### src/rtl/keep_ctrl_pkg.sv
// keep_ctrl_pkg
// Shared types and helpers for the keep_sequencer block.
//   state_t  : controller state (MANUAL / AUTO)
//   SEL_W    : width of the mode select driven to the value/LED block
//   SEL_LAST : last mode code; stepping past it wraps to zero
//   cnt_w()  : width of a counter that holds the values 0..n-1
//   sel_next(): the only legal mode step, 00->01->10->11->00
package keep_ctrl_pkg;

  typedef enum logic {
    MANUAL = 1'b0,
    AUTO   = 1'b1
  } state_t;

  localparam int SEL_W = 2;
  localparam logic [SEL_W-1:0] SEL_LAST = 2'b11;

  // Counters in this block run 0..n-1, so clog2(n) bits are enough;
  // a one-value counter still needs a single bit to exist.
  function automatic int cnt_w(input int n);
    return (n <= 1) ? 1 : $clog2(n);
  endfunction

  function automatic logic [SEL_W-1:0] sel_next(input logic [SEL_W-1:0] s);
    return (s == SEL_LAST) ? '0 : s + 1'b1;
  endfunction

endpackage

### src/rtl/keep_debounce.sv
// keep_debounce
// Two-flop synchronizer, debounce counter and press-event generator for
// one raw push button.
//   clk, rst_n : clock, asynchronous active-low reset
//   btn        : raw asynchronous button level, active high
//   evt        : registered one-cycle pulse when the debounced level goes
//                0->1; releases give no pulse
// A level change is accepted after DEBOUNCE_CYC consecutive synced samples
// that disagree with the current debounced level. Any agreeing sample
// restarts the count, so bounces shorter than DEBOUNCE_CYC are ignored.
module keep_debounce
  import keep_ctrl_pkg::*;
#(
  parameter int DEBOUNCE_CYC = 16
) (
  input  logic clk,
  input  logic rst_n,
  input  logic btn,
  output logic evt
);

  localparam int CW = cnt_w(DEBOUNCE_CYC);
  localparam logic [CW-1:0] CNT_LAST = CW'(DEBOUNCE_CYC - 1);

  logic          sync1;
  logic          sync2;
  logic          level;
  logic [CW-1:0] cnt;

  always_ff @(posedge clk or negedge rst_n) begin
    if (!rst_n) begin
      sync1 <= 1'b0;
      sync2 <= 1'b0;
      level <= 1'b0;
      cnt   <= '0;
      evt   <= 1'b0;
    end else begin
      sync1 <= btn;
      sync2 <= sync1;
      evt   <= 1'b0;
      if (sync2 == level) begin
        cnt <= '0;
      end else if (cnt == CNT_LAST) begin
        // This sample is the DEBOUNCE_CYC-th disagreeing one: accept it.
        level <= sync2;
        cnt   <= '0;
        evt   <= sync2;
      end else begin
        cnt <= cnt + 1'b1;
      end
    end
  end

endmodule

### src/rtl/keep_sequencer.sv
// keep_sequencer
// Mode controller for the 4-mode value/LED block.
//   clk, rst_n : clock, asynchronous active-low reset
//   btn_next   : raw button, steps the mode
//   btn_mode   : raw button, toggles MANUAL/AUTO
//   sel        : mode select to the value/LED block
//   blink      : LED drive level (constant 1 in MANUAL, square wave in AUTO)
//   auto_on    : registered decode of the AUTO state
//   step_pulse : one-cycle strobe in the cycle sel takes a new value
// step_pulse is a fire-and-forget strobe: it has no ready/acknowledge, and
// the consumer must latch the new sel in the cycle step_pulse is high.
// In MANUAL the mode steps on each debounced btn_next press. In AUTO it
// steps every DWELL_CYC cycles; a btn_next press steps immediately and
// restarts the dwell period. A btn_mode event always wins over a btn_next
// event in the same cycle.
module keep_sequencer
  import keep_ctrl_pkg::*;
#(
  parameter int DEBOUNCE_CYC = 16,
  parameter int DWELL_CYC    = 64,
  parameter int BLINK_CYC    = 8
) (
  input  logic             clk,
  input  logic             rst_n,
  input  logic             btn_next,
  input  logic             btn_mode,
  output logic [SEL_W-1:0] sel,
  output logic             blink,
  output logic             auto_on,
  output logic             step_pulse
);

  localparam int DW = cnt_w(DWELL_CYC);
  localparam int BW = cnt_w(BLINK_CYC);
  localparam logic [DW-1:0] DWELL_LAST = DW'(DWELL_CYC - 1);
  localparam logic [BW-1:0] BLINK_LAST = BW'(BLINK_CYC - 1);

  logic          next_evt;
  logic          mode_evt;
  state_t        state;
  logic [DW-1:0] dwell_cnt;
  logic [BW-1:0] blink_cnt;
  logic          dwell_done;
  logic          blink_done;

  keep_debounce #(.DEBOUNCE_CYC(DEBOUNCE_CYC)) u_next_db (
    .clk  (clk),
    .rst_n(rst_n),
    .btn  (btn_next),
    .evt  (next_evt)
  );

  keep_debounce #(.DEBOUNCE_CYC(DEBOUNCE_CYC)) u_mode_db (
    .clk  (clk),
    .rst_n(rst_n),
    .btn  (btn_mode),
    .evt  (mode_evt)
  );

  assign dwell_done = (dwell_cnt == DWELL_LAST);
  assign blink_done = (blink_cnt == BLINK_LAST);

  always_ff @(posedge clk or negedge rst_n) begin
    if (!rst_n) begin
      state      <= MANUAL;
      sel        <= '0;
      blink      <= 1'b1;
      auto_on    <= 1'b0;
      step_pulse <= 1'b0;
      dwell_cnt  <= '0;
      blink_cnt  <= '0;
    end else begin
      step_pulse <= 1'b0;
      case (state)
        MANUAL: begin
          blink <= 1'b1;
          if (mode_evt) begin
            // next_evt in the same cycle is dropped on purpose.
            state     <= AUTO;
            auto_on   <= 1'b1;
            dwell_cnt <= '0;
            blink_cnt <= '0;
          end else if (next_evt) begin
            sel        <= sel_next(sel);
            step_pulse <= 1'b1;
          end
        end
        AUTO: begin
          if (mode_evt) begin
            state     <= MANUAL;
            auto_on   <= 1'b0;
            blink     <= 1'b1;
            dwell_cnt <= '0;
            blink_cnt <= '0;
          end else begin
            // A press landing on dwell expiry merges into a single step.
            if (next_evt || dwell_done) begin
              sel        <= sel_next(sel);
              step_pulse <= 1'b1;
              dwell_cnt  <= '0;
            end else begin
              dwell_cnt <= dwell_cnt + 1'b1;
            end
            if (blink_done) begin
              blink_cnt <= '0;
              blink     <= ~blink;
            end else begin
              blink_cnt <= blink_cnt + 1'b1;
            end
          end
        end
        default: begin
          state   <= MANUAL;
          auto_on <= 1'b0;
        end
      endcase
    end
  end

endmodule

### config.mk
export PLATFORM = sky130hd
export DESIGN_NAME = keep_sequencer
export DESIGN_NICKNAME = d
export VERILOG_FILES = /design/src/rtl/keep_ctrl_pkg.sv /design/src/rtl/keep_debounce.sv /design/src/rtl/keep_sequencer.sv
export SDC_FILE = /design/constraint.sdc
export NUM_CORES = 1
export LEC_CHECK = 0
export BUFFER_PORTS_ARGS = -buffer_cell sky130_fd_sc_hd__buf_4
export CORE_MARGIN = 10
export CORE_UTILIZATION = 57
export CTS_BUF_LIST = sky130_fd_sc_hd__clkbuf_4 sky130_fd_sc_hd__clkbuf_8
export CTS_CLUSTER_DIAMETER = 30
export DETAILED_ROUTE_END_ITERATION = 10
export PLACE_DENSITY = 0.74
export SLEW_MARGIN = 20
export SYNTH_ARGS = -nofsm -noshare
export SYNTH_HDL_FRONTEND = slang
export SYNTH_SLANG_ARGS = --single-unit
### constraint.sdc
create_clock -name clk -period 2.4 [get_ports clk]
set_input_delay 0.48 -clock clk [delete_from_list [all_inputs] [get_ports clk]]
set_output_delay 0.48 -clock clk [all_outputs]
set_load 0.01 [all_outputs]
# --- Word-level counts from Yosys, hierarchy flattened ---
# Index checks and enable logic that the tools add are counted.
word_totals:
  regBits: 31
  latch_bits: 0
  ramBits: 0
  romBits: 0
  in_bits: 4
  out_inout_bits: 5
  n_memories: 0
op_classes:
  add_sub_neg: 5
  n_mul: 0
  div: 0
  magnitude_cmp: 0
  n_eq_ne: 14
  n_shift: 0
  mux: 36
  bitwise_logic: 4
  n_reduce_logical: 5
ops:
  columns: ["operator", "count"]
  rows:
  - ["$mux W6", 3]
  - ["$mux W4", 4]
  - ["$mux W1", 14]
  - ["$pmux W6 S2", 1]
  - ["$mux W2", 5]
  - ["$mux W3", 3]
  - ["$add A4 B1 Y4 const B", 2]
  - ["$eq A4 B4 Y1 const B", 2]
  - ["$ne A2 B1 Y1 const B", 4]
  - ["$pmux W1 S2", 4]
  - ["$add A6 B1 Y6 const B", 1]
  - ["$eq A6 B6 Y1 const B", 1]
  - ["$pmux W3 S2", 1]
  - ["$reduce_and A2 Y1", 3]
  - ["$ne A2 B2 Y1 const B", 2]
  - ["$not A1 Y1", 4]
  - ["$pmux W2 S2", 1]
  - ["$reduce_and A4 Y1", 1]
  - ["$add A3 B1 Y3 const B", 1]
  - ["$eq A3 B3 Y1 const B", 1]
  - ["$ne A3 B1 Y1 const B", 1]
  - ["$add A2 B1 Y2 const B", 1]
  - ["$eq A1 B1 Y1", 2]
  - ["$eq A2 B2 Y1 const B", 1]
  - ["$logic_or A1 B1 Y1", 1]

# --- Logic depth before layout (Yosys ltp) ---
depth:
  word_depth: 5
  depth_mapped: 6
  mapped_depth_nobuf: 5

# --- Modules after synthesis ---
# From an unflattened synthesis, not the netlist that was laid out.
unflattened:
  cells_unflattened: 116
  area_unflattened_um2: 1360.1
modules_own_cells:
  columns: ["mod", "n_inst", "cells_each", "area_per_inst_um2", "seq_area_each_um2"]
  rows:
  - ["keep_sequencer", 1, 76, 754.5, 376.6]
  - ["keep_debounce", 2, 20, 302.8, 200.2]

# --- Worst setup path before layout ---
# OpenSTA, ideal clock, no wires.
synth_path:
  kind: "register to register"
  from: "register u_mode_db.evt"
  to: "register dwell_cnt[5]"
  setup_ps: 80
  arrival_ps: 1704
  required_time_ps: 2320
  slack_ps: 615
  path_stages_with_launch: 7
  n_path_buf: 1
  period_less_slack_ps: 1785
  path_cell_list: "dfrtp_1 > inv_1 > ha_1 > buf_6 > nor4b_4 > or4b_1 > o211ai_2"
synth_via:
  elab_chain_len: 2
  elab_cells_between_ends: 3
  classes_between: "1 x eq/ne; 2 x mux"
synth_rtl:
  columns: ["element", "line_no", "text"]
  rows:
  - ["from (decl)", "keep_debounce.sv:19", "output logic evt"]
  - ["from (signal assigned)", "keep_debounce.sv:47", "evt <= sync2;"]
  - ["$mux W6", "keep_sequencer.sv:89", "if (mode_evt) begin"]
  - ["$pmux W6 S2", "keep_sequencer.sv:74", "case (state)"]
  - ["to (signal assigned)", "keep_sequencer.sv:102", "dwell_cnt <= dwell_cnt + 1'b1;"]
  - ["to (decl)", "keep_sequencer.sv:41", "logic [DW-1:0] dwell_cnt;"]
# Several ways; a longest one is shown, not always the timed one.
# A chain may end at the register's enable or synchronous reset.

# --- Worst setup path in the final report ---
# Same ends and word-level chain as after synthesis.

==> impl_results.md <==
* Worst skew pair latency at 0.32 ns
* CTS tree: done
* Outcome: completed
* Power, Total at 0.0008965 W
* Initial Utilization at 0.5864
* Global route total overflow at 0
* Worst ir drop on vdd at 479.9 uV
* Yosys cell types at 30
* Clock Skew at 0.01087 ns
* Register area share after synthesis at 0.5447
* Worst slack at placement at 0.5763 ns
* Largest fanout on the critical path at 8
* Number of cells on the critical path at 5
* CTS Buffer Depth at 2
* Avg Cell Area, Syn at 11.32 sq um
* Post-CTS Setup Inserts at 0
* Crit-path cells: inv_1 > ha_1 > nor4b_4 > or4b_1 > o211ai_2
* Final worst-path setup slack at 0.5342 ns
* Drt first-iter violations at 58
* Post-route setup TNS at 0 ns
* Final worst-path cycle share at 0.7774
* Post-synthesis cell area at 1426 sq um
* Slowest CP cell: dfrtp_1
* Clock transition at path regs at 0.10 ns
* Reg-to-reg slack, setup at 0.53 ns
* Clock sink count at 31
* Post-DP HPWL at 1665 microns
* Routed WL per cell at 13.56 microns
* Max-cap viol count at 0
* Die area at 4904 sq um
* GP Congestion at 0.7978
* Flops & latches, synth at 31
* IO buf count at 8
* Fillers at 192
* Required @ worst endpoint at 2.64 ns
* Die height at 70.03 microns
* # IOs at 9
* Vias per Instance at 5.719
* Row count at 18
* Die Width at 70.03 microns
* Routed wire length at 2319 microns
* Vias at 978
* Crit path max-delay family: simple AND/OR/NAND/NOR gates
* PwrDens at 567.3 nW/um^2
* Vias in the first global route at 951
* Final ANT Viol Nets at 0
* DR DRC count at 0
* Dpl cells at 163
* Max frequency at 536.0 MHz
* Largest net degree at the start of global routing at 32
* P&R area growth vs syn at 10.79%
* Final nets at 154
* CTS Root Cell: clkbuf_4
* H-Tree Depth at 2
* WS Path Type: reg2reg
* First-pass GRT wire length at 3774 microns
* WHS at 0.06774 ns
* N_diodes at 0
* Rel. slew slack at 0.6770
* CORE AREA at 2432 sq um
* TritonCTS buffer count at 5
* Synth Net Count at 140
* CP Launch Type: flip-flop
* Yosys warns at 0
* Fin. Hold Viols at 0
* GRT Overall Usage at 0.09292
* CP bufs+invs at 1
* Worst Reg-to-Reg Cells at 5
* Crit path arrival time at 2.10 ns
* Final Setup Violations at 0
* Layout cells sized above 1 at 0.1773
* Nature of the critical path endpoint: flip-flop
* RSZ-0062 raised after global routing: no
* Gate Count Post-Synth at 126
* Leakage Power at 0.7181 nW
* Pre-antenna DRT Iters at 4
* Hold-fix buffers, CTS at 0
* Hold WC Path Type: in2async
* Crit path largest cell delay at 0.53 ns
* Worst-margin pin slew at 0.4835 ns
* Max Slew Vio Count at 0
* Fin cells at 171
* Post-CTS resize count at 0
* Initial antenna violation count at 0
* Period minus WS final at 1.866 ns
-- worst paths after layout --
| kind | endpoint | start |
|---|---|---|
| worst max register to register | dwell_cnt[5] | u_mode_db.evt |
| worst min-delay path | dwell_cnt[0] | rst_n |
| worst min register to register | u_mode_db.sync2 | u_mode_db.sync1 |
| max in group asynchronous | blink | rst_n |
| worst max-delay path | dwell_cnt[5] | u_mode_db.evt |
| min in group clk | u_next_db.sync1 | btn_next |
-- registers in the layout, summed over array words and instances (netlist names) --
name	flops
blink	1
u_next_db.level	1
sel	2
u_next_db.sync1	1
u_next_db.sync2	1
dwell_cnt	6
auto_on	1
u_mode_db.evt	1
state	1
u_mode_db.sync2	1
u_mode_db.level	1
u_mode_db.sync1	1
step_pulse	1
blink_cnt	3
u_mode_db.cnt	4
u_next_db.cnt	4
u_next_db.evt	1
-- final cells by class --
class,instances,area (sq um),area share
clock buffers,7,58.81,0.03721
clock inverters,1,5.005,0.003167
multi-input cells,87,611.8,0.3872
inverters,6,22.52,0.01425
well taps,30,37.54,0.02375
flip-flops and latches,31,777.0,0.4917
repair buffers,9,67.56,0.04276
-- metal layers --
| metal | track usage | vias up | part of all wire |
|---|---|---|---|
| met2 | 0.1611 | 23 | 0.50 |
| met1 | 0.08605 | 482 | 0.44 |
| li1 | - | 467 | - |
| met4 | 0.05482 | 0 | 0.012 |
| met5 | 0 | - | 0 |
| met3 | 0.04520 | 6 | 0.046 |
-- where the power goes --
group / leakage (nW) / switching, W / internal, W
Sequential: 0.415 / 0.0000107 / 0.000534
Clock: 0.0387 / 0.000164 / 0.000153
Combinational: 0.264 / 0.0000195 / 0.0000148
-- cell usage in the layout (no fill, tap or decap), drive strengths merged, types with 3 or more instances in the layout --
master / instances
nand2: 12
nor2: 7
nand3: 6
o21ai: 10
xnor2: 5
inv: 6
nor3b: 6
mux2: 4
buf: 9
ha: 10
clkbuf: 7
a21oi: 8
dfrtp: 30
nor2b: 3
-- Yosys cell counts --
master / number / area, sq um
a21oi_1: 8 / 40.04
a31oi_1: 1 / 6.260
and3_1: 2 / 12.51
buf_6: 1 / 11.26
clkbuf_1: 1 / 3.750
dfrtp_1: 30 / 750.7
dfstp_2: 1 / 26.28
ha_1: 10 / 125.1
inv_1: 6 / 22.52
mux2_2: 4 / 45.04
mux2i_1: 1 / 10.01
nand2_1: 12 / 45.04
nand2b_1: 1 / 6.260
nand3_1: 6 / 30.03
nand3b_1: 1 / 7.510
nand4b_1: 2 / 17.52
nor2_1: 7 / 26.28
nor2b_1: 3 / 18.77
nor3b_1: 6 / 45.04
nor4b_4: 1 / 23.77
o2111ai_1: 1 / 8.760
o211ai_1: 1 / 7.510
o211ai_2: 1 / 12.51
o21ai_0: 9 / 45.04
o21ai_1: 1 / 5.000
or2_2: 1 / 6.260
or3_1: 1 / 6.260
or4_1: 1 / 7.510
or4b_1: 1 / 10.01
xnor2_1: 5 / 43.79
-- logic make-up after synthesis --
| family | synth area share |
|---|---|
| fa+ha+maj | 0.08772 |
| flops | 0.5447 |
| compound gates | 0.08772 |
| simple gates | 0.1842 |
| xor+xnor | 0.03070 |
| mux | 0.03859 |
| buf+inv | 0.02631 |
-- worst register-to-register path: stages, from the launching register on --
cell and delay, ns:
dfrtp_1 0.53, inv_1 0.12, ha_1 0.26, nor4b_4 0.33, or4b_1 0.48, o211ai_2 0.09
-- per-stage QoR --
step / cell area [sq um] / util
2_1_floorplan: 1426 / -
6_report: 1580 / 0.6497
4_1_cts: 1580 / 0.6497
5_1_grt: 1580 / 0.6497
3_5_place_dp: 1516 / 0.6235
3_3_place_gp: 1516 / 0.6235
(Power assumes the default switching activity.)
